**src/rtl/tex_sat_pkg.sv**
```systemverilog
// Shared types for the texture saturation pipe: clamp-mode encoding.
package tex_sat_pkg;

    localparam int TEX_SAT_MODE_W = 2;

    typedef enum logic [TEX_SAT_MODE_W-1:0] {
        TEX_SAT_UNSIGNED = 2'd0,
        TEX_SAT_SIGNED   = 2'd1,
        TEX_SAT_WRAP     = 2'd2,
        TEX_SAT_RSVD     = 2'd3
    } tex_sat_mode_e;

endpackage

```
**src/rtl/tex_sat_lane.sv**
```systemverilog
// One lane of the second stage: picks the clamped result from the flags
// precomputed in stage 1 and reports whether the lane clipped.
module tex_sat_lane
    import tex_sat_pkg::*;
#(
    parameter int OUT_W = 8
) (
    input  logic             sign,
    input  logic             hi_nz,
    input  logic             hi_n1,
    input  logic [OUT_W-1:0] lo,
    input  tex_sat_mode_e    mode,
    output logic [OUT_W-1:0] res,
    output logic             clip
);

    // Signed range holds only when every bit above lo[MSB] equals lo[MSB];
    // the stage-1 flags cover the bits above the low field.
    always_comb begin
        res  = lo;
        clip = 1'b0;
        case (mode)
            TEX_SAT_UNSIGNED: begin
                if (sign) begin
                    res  = '0;
                    clip = 1'b1;
                end else if (hi_nz) begin
                    res  = '1;
                    clip = 1'b1;
                end
            end
            TEX_SAT_SIGNED: begin
                if (sign && (hi_n1 || !lo[OUT_W-1])) begin
                    res  = {1'b1, {(OUT_W-1){1'b0}}};
                    clip = 1'b1;
                end else if (!sign && (hi_nz || lo[OUT_W-1])) begin
                    res  = {1'b0, {(OUT_W-1){1'b1}}};
                    clip = 1'b1;
                end
            end
            default: ;  // wrap and reserved keep the low bits, never clip
        endcase
    end

endmodule

```
**src/rtl/tex_sat_pipe.sv**
```systemverilog
// Two-stage stall pipeline that saturates NUM_LANES wide signed values to
// OUT_W bits, reports per-lane clipping and counts saturating results.
module tex_sat_pipe
    import tex_sat_pkg::*;
#(
    parameter int NUM_LANES = 4,
    parameter int IN_W      = 10,
    parameter int OUT_W     = 8,
    parameter int TAG_W     = 4,
    parameter int SAT_CNT_W = 16
) (
    input  logic                           clk,
    input  logic                           reset,
    input  logic                           valid_in,
    output logic                           ready_in,
    input  logic [TEX_SAT_MODE_W-1:0]      mode_in,
    input  logic [TAG_W-1:0]               tag_in,
    input  logic [NUM_LANES*IN_W-1:0]      data_in,
    output logic                           valid_out,
    input  logic                           ready_out,
    output logic [TAG_W-1:0]               tag_out,
    output logic [NUM_LANES*OUT_W-1:0]     data_out,
    output logic [NUM_LANES-1:0]           sat_mask,
    output logic [SAT_CNT_W-1:0]           sat_count,
    input  logic                           sat_clear
);

    localparam int STAGES = 2;

    generate
        if ((OUT_W + 1) >= IN_W) begin : g_bad_widths
            $error("tex_sat_pipe: IN_W must exceed OUT_W+1");
        end
    endgenerate

    logic [STAGES:1]                      vld_pipe;
    logic                                 enable;
    logic                                 out_fire;

    logic [NUM_LANES-1:0][IN_W-1:0]       din;
    logic [NUM_LANES-1:0]                 d_sign, d_hi_nz, d_hi_n1;
    logic [NUM_LANES-1:0][OUT_W-1:0]      d_lo;

    logic [NUM_LANES-1:0]                 s1_sign, s1_hi_nz, s1_hi_n1;
    logic [NUM_LANES-1:0][OUT_W-1:0]      s1_lo;
    tex_sat_mode_e                        s1_mode;
    logic [TAG_W-1:0]                     s1_tag;

    logic [NUM_LANES-1:0][OUT_W-1:0]      res;
    logic [NUM_LANES-1:0]                 clip;
    logic [NUM_LANES-1:0][OUT_W-1:0]      dout_q;

    assign din       = data_in;
    assign enable    = ~vld_pipe[STAGES] | ready_out;
    assign ready_in  = enable;
    assign valid_out = vld_pipe[STAGES];
    assign out_fire  = vld_pipe[STAGES] & ready_out;
    assign data_out  = dout_q;

    // Split each lane into sign, high-part flags and low field for stage 1.
    always_comb begin
        for (int i = 0; i < NUM_LANES; i++) begin
            d_sign[i]  = din[i][IN_W-1];
            d_hi_nz[i] = |din[i][IN_W-2:OUT_W];
            d_hi_n1[i] = ~&din[i][IN_W-2:OUT_W];
            d_lo[i]    = din[i][OUT_W-1:0];
        end
    end

    // Valid shift register; both stages advance together on enable.
    always_ff @(posedge clk or negedge reset) begin
        if (!reset) begin
            vld_pipe <= '0;
        end else if (enable) begin
            vld_pipe <= {vld_pipe[STAGES-1:1], valid_in};
        end
    end

    // Stage 1 payload: only loaded on an accepted request.
    always_ff @(posedge clk or negedge reset) begin
        if (!reset) begin
            s1_sign  <= '0;
            s1_hi_nz <= '0;
            s1_hi_n1 <= '0;
            s1_lo    <= '0;
            s1_mode  <= TEX_SAT_UNSIGNED;
            s1_tag   <= '0;
        end else if (enable && valid_in) begin
            s1_sign  <= d_sign;
            s1_hi_nz <= d_hi_nz;
            s1_hi_n1 <= d_hi_n1;
            s1_lo    <= d_lo;
            s1_mode  <= tex_sat_mode_e'(mode_in);
            s1_tag   <= tag_in;
        end
    end

    generate
        for (genvar g = 0; g < NUM_LANES; g++) begin : g_lane
            tex_sat_lane #(.OUT_W(OUT_W)) u_lane (
                .sign  (s1_sign[g]),
                .hi_nz (s1_hi_nz[g]),
                .hi_n1 (s1_hi_n1[g]),
                .lo    (s1_lo[g]),
                .mode  (s1_mode),
                .res   (res[g]),
                .clip  (clip[g])
            );
        end
    endgenerate

    // Stage 2 payload: held while the output is stalled.
    always_ff @(posedge clk or negedge reset) begin
        if (!reset) begin
            dout_q   <= '0;
            sat_mask <= '0;
            tag_out  <= '0;
        end else if (enable && vld_pipe[1]) begin
            dout_q   <= res;
            sat_mask <= clip;
            tag_out  <= s1_tag;
        end
    end

    // Sticky counter of delivered clipping results; clear wins first, then
    // the same-cycle handshake still counts.
    always_ff @(posedge clk or negedge reset) begin
        if (!reset) begin
            sat_count <= '0;
        end else if (sat_clear) begin
            sat_count <= (out_fire && |sat_mask) ? SAT_CNT_W'(1) : '0;
        end else if (out_fire && |sat_mask && !(&sat_count)) begin
            sat_count <= sat_count + SAT_CNT_W'(1);
        end
    end

endmodule
```
**config.mk**
```make
export PLATFORM = sky130hd
export DESIGN_NAME = tex_sat_pipe
export DESIGN_NICKNAME = d
export VERILOG_FILES = /design/src/rtl/tex_sat_pkg.sv /design/src/rtl/tex_sat_lane.sv /design/src/rtl/tex_sat_pipe.sv
export SDC_FILE = /design/constraint.sdc
export NUM_CORES = 1
export LEC_CHECK = 0
export ABC_AREA = 1
export CELL_PAD_IN_SITES_DETAIL_PLACEMENT = 1
export CELL_PAD_IN_SITES_GLOBAL_PLACEMENT = 1
export CORE_ASPECT_RATIO = 0.5
export CORE_UTILIZATION = 38
export CTS_CLUSTER_SIZE = 28
export DETAILED_ROUTE_END_ITERATION = 10
export GPL_ROUTABILITY_DRIVEN = 1
export PLACE_DENSITY = 0.76
export SLEW_MARGIN = 20
export SYNTH_ARGS = -nofsm -noshare
export SYNTH_HDL_FRONTEND = slang
export SYNTH_HIERARCHICAL = 1
export SYNTH_SLANG_ARGS = --single-unit
```
**constraint.sdc**
```tcl
create_clock -name clk -period 1.75 [get_ports clk]
set_input_delay 0.35 -clock clk [delete_from_list [all_inputs] [get_ports clk]]
set_output_delay 0.35 -clock clk [all_outputs]
set_load 0.02 [all_outputs]
```
**After elaboration in Yosys (flattened, before gate mapping)**

Cells that the tools add are included.

- $add $sub $neg: 1
- Reduce and logical (&&, ||, !) cells: 37
- Bitwise gates (word level): 3
- Equal/unequal tests: 1
- Muxes and demuxes: 43

Operators with widths:

| operator | count |
|---|---|
| $mux W8 | 16 |
| $pmux W8 S2 | 4 |
| $mux W16 | 2 |
| $mux W1 | 17 |
| $add A16 B1 Y16 const B | 1 |
| $reduce_and A16 Y1 | 1 |
| $logic_not A1 Y1 | 13 |
| $logic_and A1 B1 Y1 | 12 |
| $logic_or A1 B1 Y1 | 8 |
| $pmux W1 S2 | 4 |
| $reduce_or A4 Y1 | 1 |
| $eq A2 B1 Y1 const B | 1 |
| $logic_not A2 Y1 | 1 |
| $reduce_bool A2 Y1 | 1 |
| $and A1 B1 Y1 | 1 |
| $not A1 Y1 | 1 |
| $or A1 B1 Y1 | 1 |

- Input port bits: 51
- Register bits: 108

**Longest topological paths before layout**

Gate-level depths: netlist of the first run.

- Word-level depth: 5
- Mapped depth: 10
- Gate-level depth less buffers: 10

**Hierarchy**

The synthesis of the first run kept the hierarchy.

Modules (own cells, without submodules):

| module | sequential area each (um2) | instances | cells an instance | area each (um2) |
|---|---|---|---|---|
| tex_sat_pipe | 2702.6 | 1 | 467 | 4478.0 |
| tex_sat_lane | 0.0 | 4 | 77 | 332.8 |

**Worst setup path after synthesis of the first run**

OpenSTA, ideal clock, no wires.

- Path kind: flip-flop to flip-flop
- Start: reg sat_count[1]
- End: reg sat_count[13]
- Path buffers: 1
- Setup time: 65 ps
- Period minus slack after synthesis: 1628 ps
- Data required time: 1685 ps
- Arrival time: 1563 ps
- Stages on the path, launching flop included: 11
- Slack: 122 ps
- Path through: dfrtp_1 ha_1 nand2_1 nor2_1 nand2_2 nor2_4 nor2_4 nor2_4 buf_6 nand2_1 nand2_1

- Word-level cells in the longest chain between the ends: 4

Ends and longest elaborated chain:

| item | RTL line | source |
|---|---|---|
| start, declared | tex_sat_pipe.sv:24 | `output logic [SAT_CNT_W-1:0] sat_count,` |
| start signal, assigned | tex_sat_pipe.sv:131 | `sat_count <= (out_fire && \|sat_mask) ? SAT_CNT_W'(1) : '0;` |
| start signal, assigned | tex_sat_pipe.sv:133 | `sat_count <= sat_count + SAT_CNT_W'(1);` |
| parallel branches: the longest is 4 deep, another holds $add A16 B1 Y16 | n/a |  |

Parallel ways; which one is timed is not known. The select of a mux whose other input is x is not followed.
A chain may end at the register's enable or synchronous reset.

**Worst setup path after layout of the first run**

- Start: reg dout_q, in the netlist data_out[26]
- End: out data_out[26]

RTL lines:

| item | RTL line | source |
|---|---|---|
| start, declared | tex_sat_pipe.sv:51 | `logic [NUM_LANES-1:0][OUT_W-1:0] dout_q;` |
| start signal, assigned | tex_sat_pipe.sv:119 | `dout_q <= res;` |
| end, declared | tex_sat_pipe.sv:22 | `output logic [NUM_LANES*OUT_W-1:0] data_out,` |

No word-level cell between the ends.

==> flow_metrics.env, run 1 <==
export IMPL_outcome="finished, final reports clean"
export IMPL_diodes=0
export IMPL_yosys_top_cells_count="437 x nand2_1, 108 x dfrtp_1, 69 x inv_1, 36 x mux2_2, 17 x nand3_1"
export IMPL_clockBufferDepth=2
export IMPL_worstPathCellList="clkdlybuf4s50_1"
export IMPL_first_pass_iters=4
export IMPL_vias=5295
export IMPL_final_area_um2=7630
export IMPL_tritoncts="done"
export IMPL_cp_start_kind="flop"
export IMPL_synth_most_common_cell="nand2_1"
export IMPL_netlist_area_leader_share_pct=46.5
export IMPL_routedWlPerCell_um=14.9
export IMPL_slew_headroom_pct=72.1
export IMPL_antenna_found_initial=0
export IMPL_die_h_um=89.4
export IMPL_nFillCells=1812
export IMPL_final_antenna_net_count=0
export IMPL_initial_core_util_pct=39.5
export IMPL_grt_use_total_pct=22.3
export IMPL_ys_ff_latch=108
export IMPL_synth_fp_nets=827
export IMPL_cts_root_buf="clkbuf_16"
export IMPL_p_total_mw=9.47
export IMPL_drc=0
export IMPL_hold_path_class="primary input to asynchronous set/reset pin"
export IMPL_pin_count=109
export IMPL_syn_avg_cell_area_um2=7.50
export IMPL_avgViaCountPerCell=4.80
export IMPL_clkTransAtPathRegs_ns=0.08
export IMPL_synthTopCellsByArea="dfrtp_1 47%, nand2_1 28%, mux2_2 7.0%, inv_1 4.5%, nand3_1 1.5%"
export IMPL_r2r_cells=10
export IMPL_setup_worst_path_start="data_out[26]"
export IMPL_crit_family="buffers and inverters"
export IMPL_r2r_slack_ns=0.15
export IMPL_final_setup_skew_ns=0.00931
export IMPL_yosysUniqueCellTypes=25
export IMPL_first_iter_violations=188
export IMPL_io_buffers=108
export IMPL_r2r_start="sat_count[1]"
export IMPL_yosys_area_top_type="dfrtp_1"
export IMPL_seq_area_frac_synth_pct=46.5
export IMPL_clk_latency_ns=0.36
export IMPL_fmax_mhz=588
export IMPL_grt_start_max_net_pins=66
export IMPL_clock_sinks=108
export IMPL_hpwl_um=11700
export IMPL_whs_ns=0.414
export IMPL_drive_gt1_share_pct=12.2
export IMPL_seq_area_um2=2710
export IMPL_critPathArrivalTime_ns=1.35
export IMPL_drt_wl_total_um=16400
export IMPL_die_w_um=177
export IMPL_ys_flop_type="dfrtp_1"
export IMPL_netlist_area_um2=5810
export IMPL_grt_pass1_wl_um=27600
export IMPL_multi_input_area_um2=2710
export IMPL_hold_viol=0
export IMPL_cp_num_buf_inv=1
export IMPL_rows=31
export IMPL_peakVddDrop_v=0.000533
export IMPL_placed_area_um2=7290
export IMPL_crit_required_ns=1.40
export IMPL_worst_r2r_endpoint="sat_count[12]"
export IMPL_critPathCaptureType="output pin"
export IMPL_fin_crit_ns=1.70
export IMPL_dieArea_um2=15800
export IMPL_async_flop_share_pct=100
export IMPL_final_core_util_pct=51.9
export IMPL_drv_cap=0
export IMPL_overflow=0
export IMPL_slew_violations=0
export IMPL_netlist_instances=775
export IMPL_crit_path_max_incr_delay_ns=0.62
export IMPL_grt_pass1_vias=5712
export IMPL_finalSetupViolCount=0
export IMPL_power_density_nw_per_um2=1240
export IMPL_gp_congestion=0.792
export IMPL_min_period_over_period_pct=97.1
export IMPL_critPathKind="flop to output pin"
export IMPL_fin_nets=951
export IMPL_synth_edff_count=0
export IMPL_rsz0062_at_grt="false"
export IMPL_core_area_um2=14700
export IMPL_tightestPinTransition_ns=0.419
export IMPL_total_leakage_power_nw=4.15
export IMPL_worst_path_max_delay_cell="clkdlybuf4s50_1"
export IMPL_syn_to_final_growth_pct=31.4
export IMPL_yosys_warnings=6
export IMPL_cts_made_buffers=9
export IMPL_h_tree_depth=3
export IMPL_crit_path_max_fanout=2
## worst max path at each step
stage,to,slack (ns),depth (start not counted)
finish,data_out[26],0.05,1
global route,data_out[23],0.004,1
CTS,sat_count[7],0.02,1
detailed placement,data_out[20],-0.16,7
global placement,ready_in,-0.13,4
floorplan,sat_count[13],0.12,10
## layout by cell type, fill, tap and decap left out
cell	netlist	final
mux2_2	36	36
dfrtp_1	108	106
clkdlybuf4s50_1	0	84
clkinv_4	0	1
dlygate4sd2_1	0	19
buf_4	0	16
clkinv_2	0	1
nand2_1	437	436
ha_1	1	1
o21bai_1	3	3
clkinvlp_4	0	1
clkbuf_16	0	9
o21ai_1	6	6
o21ai_0	14	14
nor2_4	4	4
o211ai_1	4	4
dlymetal6s2s_1	0	4
o21ai_4	4	4
nand3_1	17	17
dfrtp_2	0	2
o21a_1	2	2
nor2_1	16	16
nor2_2	5	5
inv_2	6	6
inv_6	0	2
xor2_1	3	3
a21oi_1	1	1
a21oi_4	4	4
nand4_1	8	8
nand2_2	7	8
inv_1	69	69
buf_12	0	9
dlygate4sd3_1	0	1
bufinv_16	0	2
## report_power, final
| part | leakage, nW | total, mW | switching (mW) | internal, mW |
|---|---|---|---|---|
| Sequential | 1.36 | 3.60 | 0.482 | 3.12 |
| Clock | 0.156 | 2.26 | 0.993 | 1.27 |
| Combinational | 2.63 | 3.61 | 1.95 | 1.67 |
## sequential cells by signal (all words and copies together) (netlist names)
signal,count
sat_mask,4
s1_hi_nz,4
s1_tag,4
s1_hi_n1,4
data_out,32
vld_pipe,2
s1_mode,2
s1_sign,4
sat_count,16
s1_lo,32
tag_out,4
## through the flow
| step | setup slack, ns | TNS [ns] | std cells |
|---|---|---|---|
| floorplan | 0.122 | 0 | 775 |
| global placement | -0.133 | -4.69 | 1084 |
| detailed placement | -0.157 | -5.42 | 1084 |
| CTS | 0.0187 | 0 | 1101 |
| global route | 0.00375 | 0 | 1102 |
| finish | 0.0499 | 0 | 1102 |
## cell families (layout without fill, tap and decap cells)
logic type | after synthesis | after routing | synth area share (%)
simple gates | 494 | 494 | 33.7
flops | 108 | 108 | 46.5
buf+inv | 95 | 224 | 6.96
compound gates | 38 | 38 | 5.21
mux | 36 | 36 | 6.98
xor+xnor | 3 | 3 | 0.452
fa+ha+maj | 1 | 1 | 0.215
## area by class of cell
cell class / count / share of cell area, %
clock buffers: 9 / 2.95
clock inverters: 7 / 1.30
inverters: 75 / 3.69
multi-input cells: 572 / 35.4
flip-flops and latches: 108 / 35.4
well taps: 198 / 3.25
repair buffers: 133 / 17.9
## per-layer routing
layer / vias to the layer above / GRT usage, % / part of all wire [%]
li1: 2608 / - / -
met1: 2603 / 26.3 / 44
met2: 74 / 42.7 / 53
met3: 10 / 4.04 / 2.2
met4: 0 / 5.49 / 0.80
met5: - / 0 / 0
## timing repair
item,CTS,global route
hold endpoints to repair,13,0
endpoints found under the setup margin,19,18
buffers inserted,0,1
hold buffers,1,0
pin swaps,0,1
gates resized for setup,20,5
(Power assumes the default switching activity.)
==> run 2: changes to the inputs <==
--- a/config.mk
+++ b/config.mk
@@ -14,6 +14,7 @@
 export DETAILED_ROUTE_END_ITERATION = 10
 export GPL_ROUTABILITY_DRIVEN = 1
 export PLACE_DENSITY = 0.76
+export SETUP_SLACK_MARGIN = 0.3
 export SLEW_MARGIN = 20
 export SYNTH_ARGS = -nofsm -noshare
 export SYNTH_HDL_FRONTEND = slang
==> run 2 against run 1 <==
Against the previous run:
- die area stayed put
- clock-buffer cell count is 1 higher
- highest routed layer unchanged
- global-route usage shrank 0.68 points
- largest power group is now sequential cells
==> flow_metrics.env, run 2 (same netlist as run 1, synthesis figures left out) <==
export IMPL_outcome="finished, final reports clean"
export IMPL_hold_viol=0
export IMPL_finalSetupViolCount=0
export IMPL_antenna_found_initial=0
export IMPL_final_antenna_net_count=0
export IMPL_grt_use_total_pct=21.7
export IMPL_clkTransAtPathRegs_ns=0.07
export IMPL_gp_congestion=0.785
export IMPL_r2r_start="sat_count[1]"
export IMPL_crit_family="flip-flops"
export IMPL_final_setup_skew_ns=0.00868
export IMPL_drt_wl_total_um=16800
export IMPL_routedWlPerCell_um=15.0
export IMPL_clk_latency_ns=0.34
export IMPL_cp_num_buf_inv=2
export IMPL_comb_power_share_pct=37.9
export IMPL_fin_crit_ns=1.53
export IMPL_initial_core_util_pct=39.5
export IMPL_tightestPinTransition_ns=0.426
export IMPL_overflow=0
export IMPL_critPathArrivalTime_ns=1.18
export IMPL_tritoncts="done"
export IMPL_cts_root_buf="clkbuf_16"
export IMPL_rows=31
export IMPL_slew_headroom_pct=71.6
export IMPL_power_density_nw_per_um2=1180
export IMPL_drive_gt1_share_pct=20.1
export IMPL_cts_made_buffers=9
export IMPL_clockBufferDepth=2
export IMPL_critPathCaptureType="output pin"
export IMPL_diodes=0
export IMPL_final_core_util_pct=53.6
export IMPL_first_iter_violations=180
export IMPL_drv_cap=0
export IMPL_io_buffers=108
export IMPL_critPathKind="flop to output pin"
export IMPL_die_h_um=89.4
export IMPL_hold_path_class="primary input to asynchronous set/reset pin"
export IMPL_grt_start_max_net_pins=37
export IMPL_fin_tns_setup_ns=0
export IMPL_pin_count=109
export IMPL_worst_path_max_delay_cell="dfrtp_2"
export IMPL_power_frac_seq_pct=38.9
export IMPL_min_period_over_period_pct=87.5
export IMPL_worst_r2r_endpoint="sat_count[11]"
export IMPL_worstPathCellList="buf_4 -> clkdlybuf4s15_2"
export IMPL_grt_pass1_wl_um=27000
export IMPL_drc=0
export IMPL_hpwl_um=11500
export IMPL_first_pass_iters=4
export IMPL_final_cell_mix="415 x nand2_1, 92 x dfrtp_1, 68 x inv_1"
export IMPL_slew_violations=0
export IMPL_pre_cts_slack_ns=-0.184
export IMPL_r2r_slack_ns=0.24
export IMPL_cp_start_kind="flop"
export IMPL_final_common_cell="nand2_1"
export IMPL_syn_to_final_growth_pct=35.5
export IMPL_p_int_mw=5.88
export IMPL_total_leakage_power_nw=4.24
export IMPL_clock_sinks=108
export IMPL_r2r_cells=10
export IMPL_fin_ws_ns=0.219
export IMPL_fin_nets=969
export IMPL_die_w_um=177
export IMPL_crit_path_max_incr_delay_ns=0.45
export IMPL_setup_worst_path_start="sat_count[0]"
export IMPL_power_switching_mw=3.40
export IMPL_peakVddDrop_v=0.000466
export IMPL_core_area_um2=14700
export IMPL_vias=5330
export IMPL_h_tree_depth=3
export IMPL_grt_pass1_vias=5519
export IMPL_fmax_mhz=653
export IMPL_crit_required_ns=1.40
export IMPL_clock_power_share_pct=23.3
export IMPL_rsz0062_at_grt="true"
export IMPL_swShare_pct=36.6
export IMPL_avgViaCountPerCell=4.76
export IMPL_dieArea_um2=15800
export IMPL_crit_path_max_fanout=4
-- run 2: cell type report --
| class | instances | area [um2] |
|---|---|---|
| clock buffers | 10 | 229 |
| flip-flops and latches | 108 | 2720 |
| well taps | 198 | 248 |
| clock inverters | 5 | 77.6 |
| repair buffers | 151 | 1510 |
| inverters | 75 | 282 |
| multi-input cells | 572 | 2810 |
| fillers | 1822 | 6830 |
-- run 2: power groups by stage --
stage	Sequential, mW	Combinational [mW]	Clock [mW]
detailed placement	3.67	3.63	0
global route	3.70	3.86	2.31
finish	3.61	3.51	2.16
CTS	3.61	3.44	2.22
global placement	3.64	3.51	0
floorplan	4.10	1.51	0
-- run 2: through the flow --
stage / cells / hold slack (ns) / cell area [um2] / power, mW
finish: 1119 / 0.487 / 7870 / 9.28
floorplan: 775 / 0.0544 / 5840 / 5.62
detailed placement: 1082 / 0.318 / 7310 / 7.29
global placement: 1082 / 0.310 / 7310 / 7.15
global route: 1119 / 0.507 / 7870 / 9.87
CTS: 1106 / 0.494 / 7710 / 9.27
-- run 2: repair_timing --
item,CTS,global route
resized for setup,117,30
buffers inserted,8,10
gates cloned,0,3
hold endpoints to repair,24,0
hold buffers,1,0
endpoints found under the setup margin,101,69
pin swaps,10,6
-- run 2: worst max path at each step --
stage	to	slack (ns)	depth (start not counted)
floorplan	sat_count[14]	0.24	10
global placement	ready_in	-0.19	4
detailed placement	ready_in	-0.18	4
CTS	ready_in	0.08	4
global route	sat_count[6]	0.13	9
finish	sat_count[0]	0.22	2
-- run 2: layer usage --
metal	vias up	GRT usage (%)	routed length [um]
met3	11	3.19	401
met5	-	0	0
li1	2659	-	-
met2	74	39.8	8460
met1	2586	27.7	7750
met4	0	3.92	136
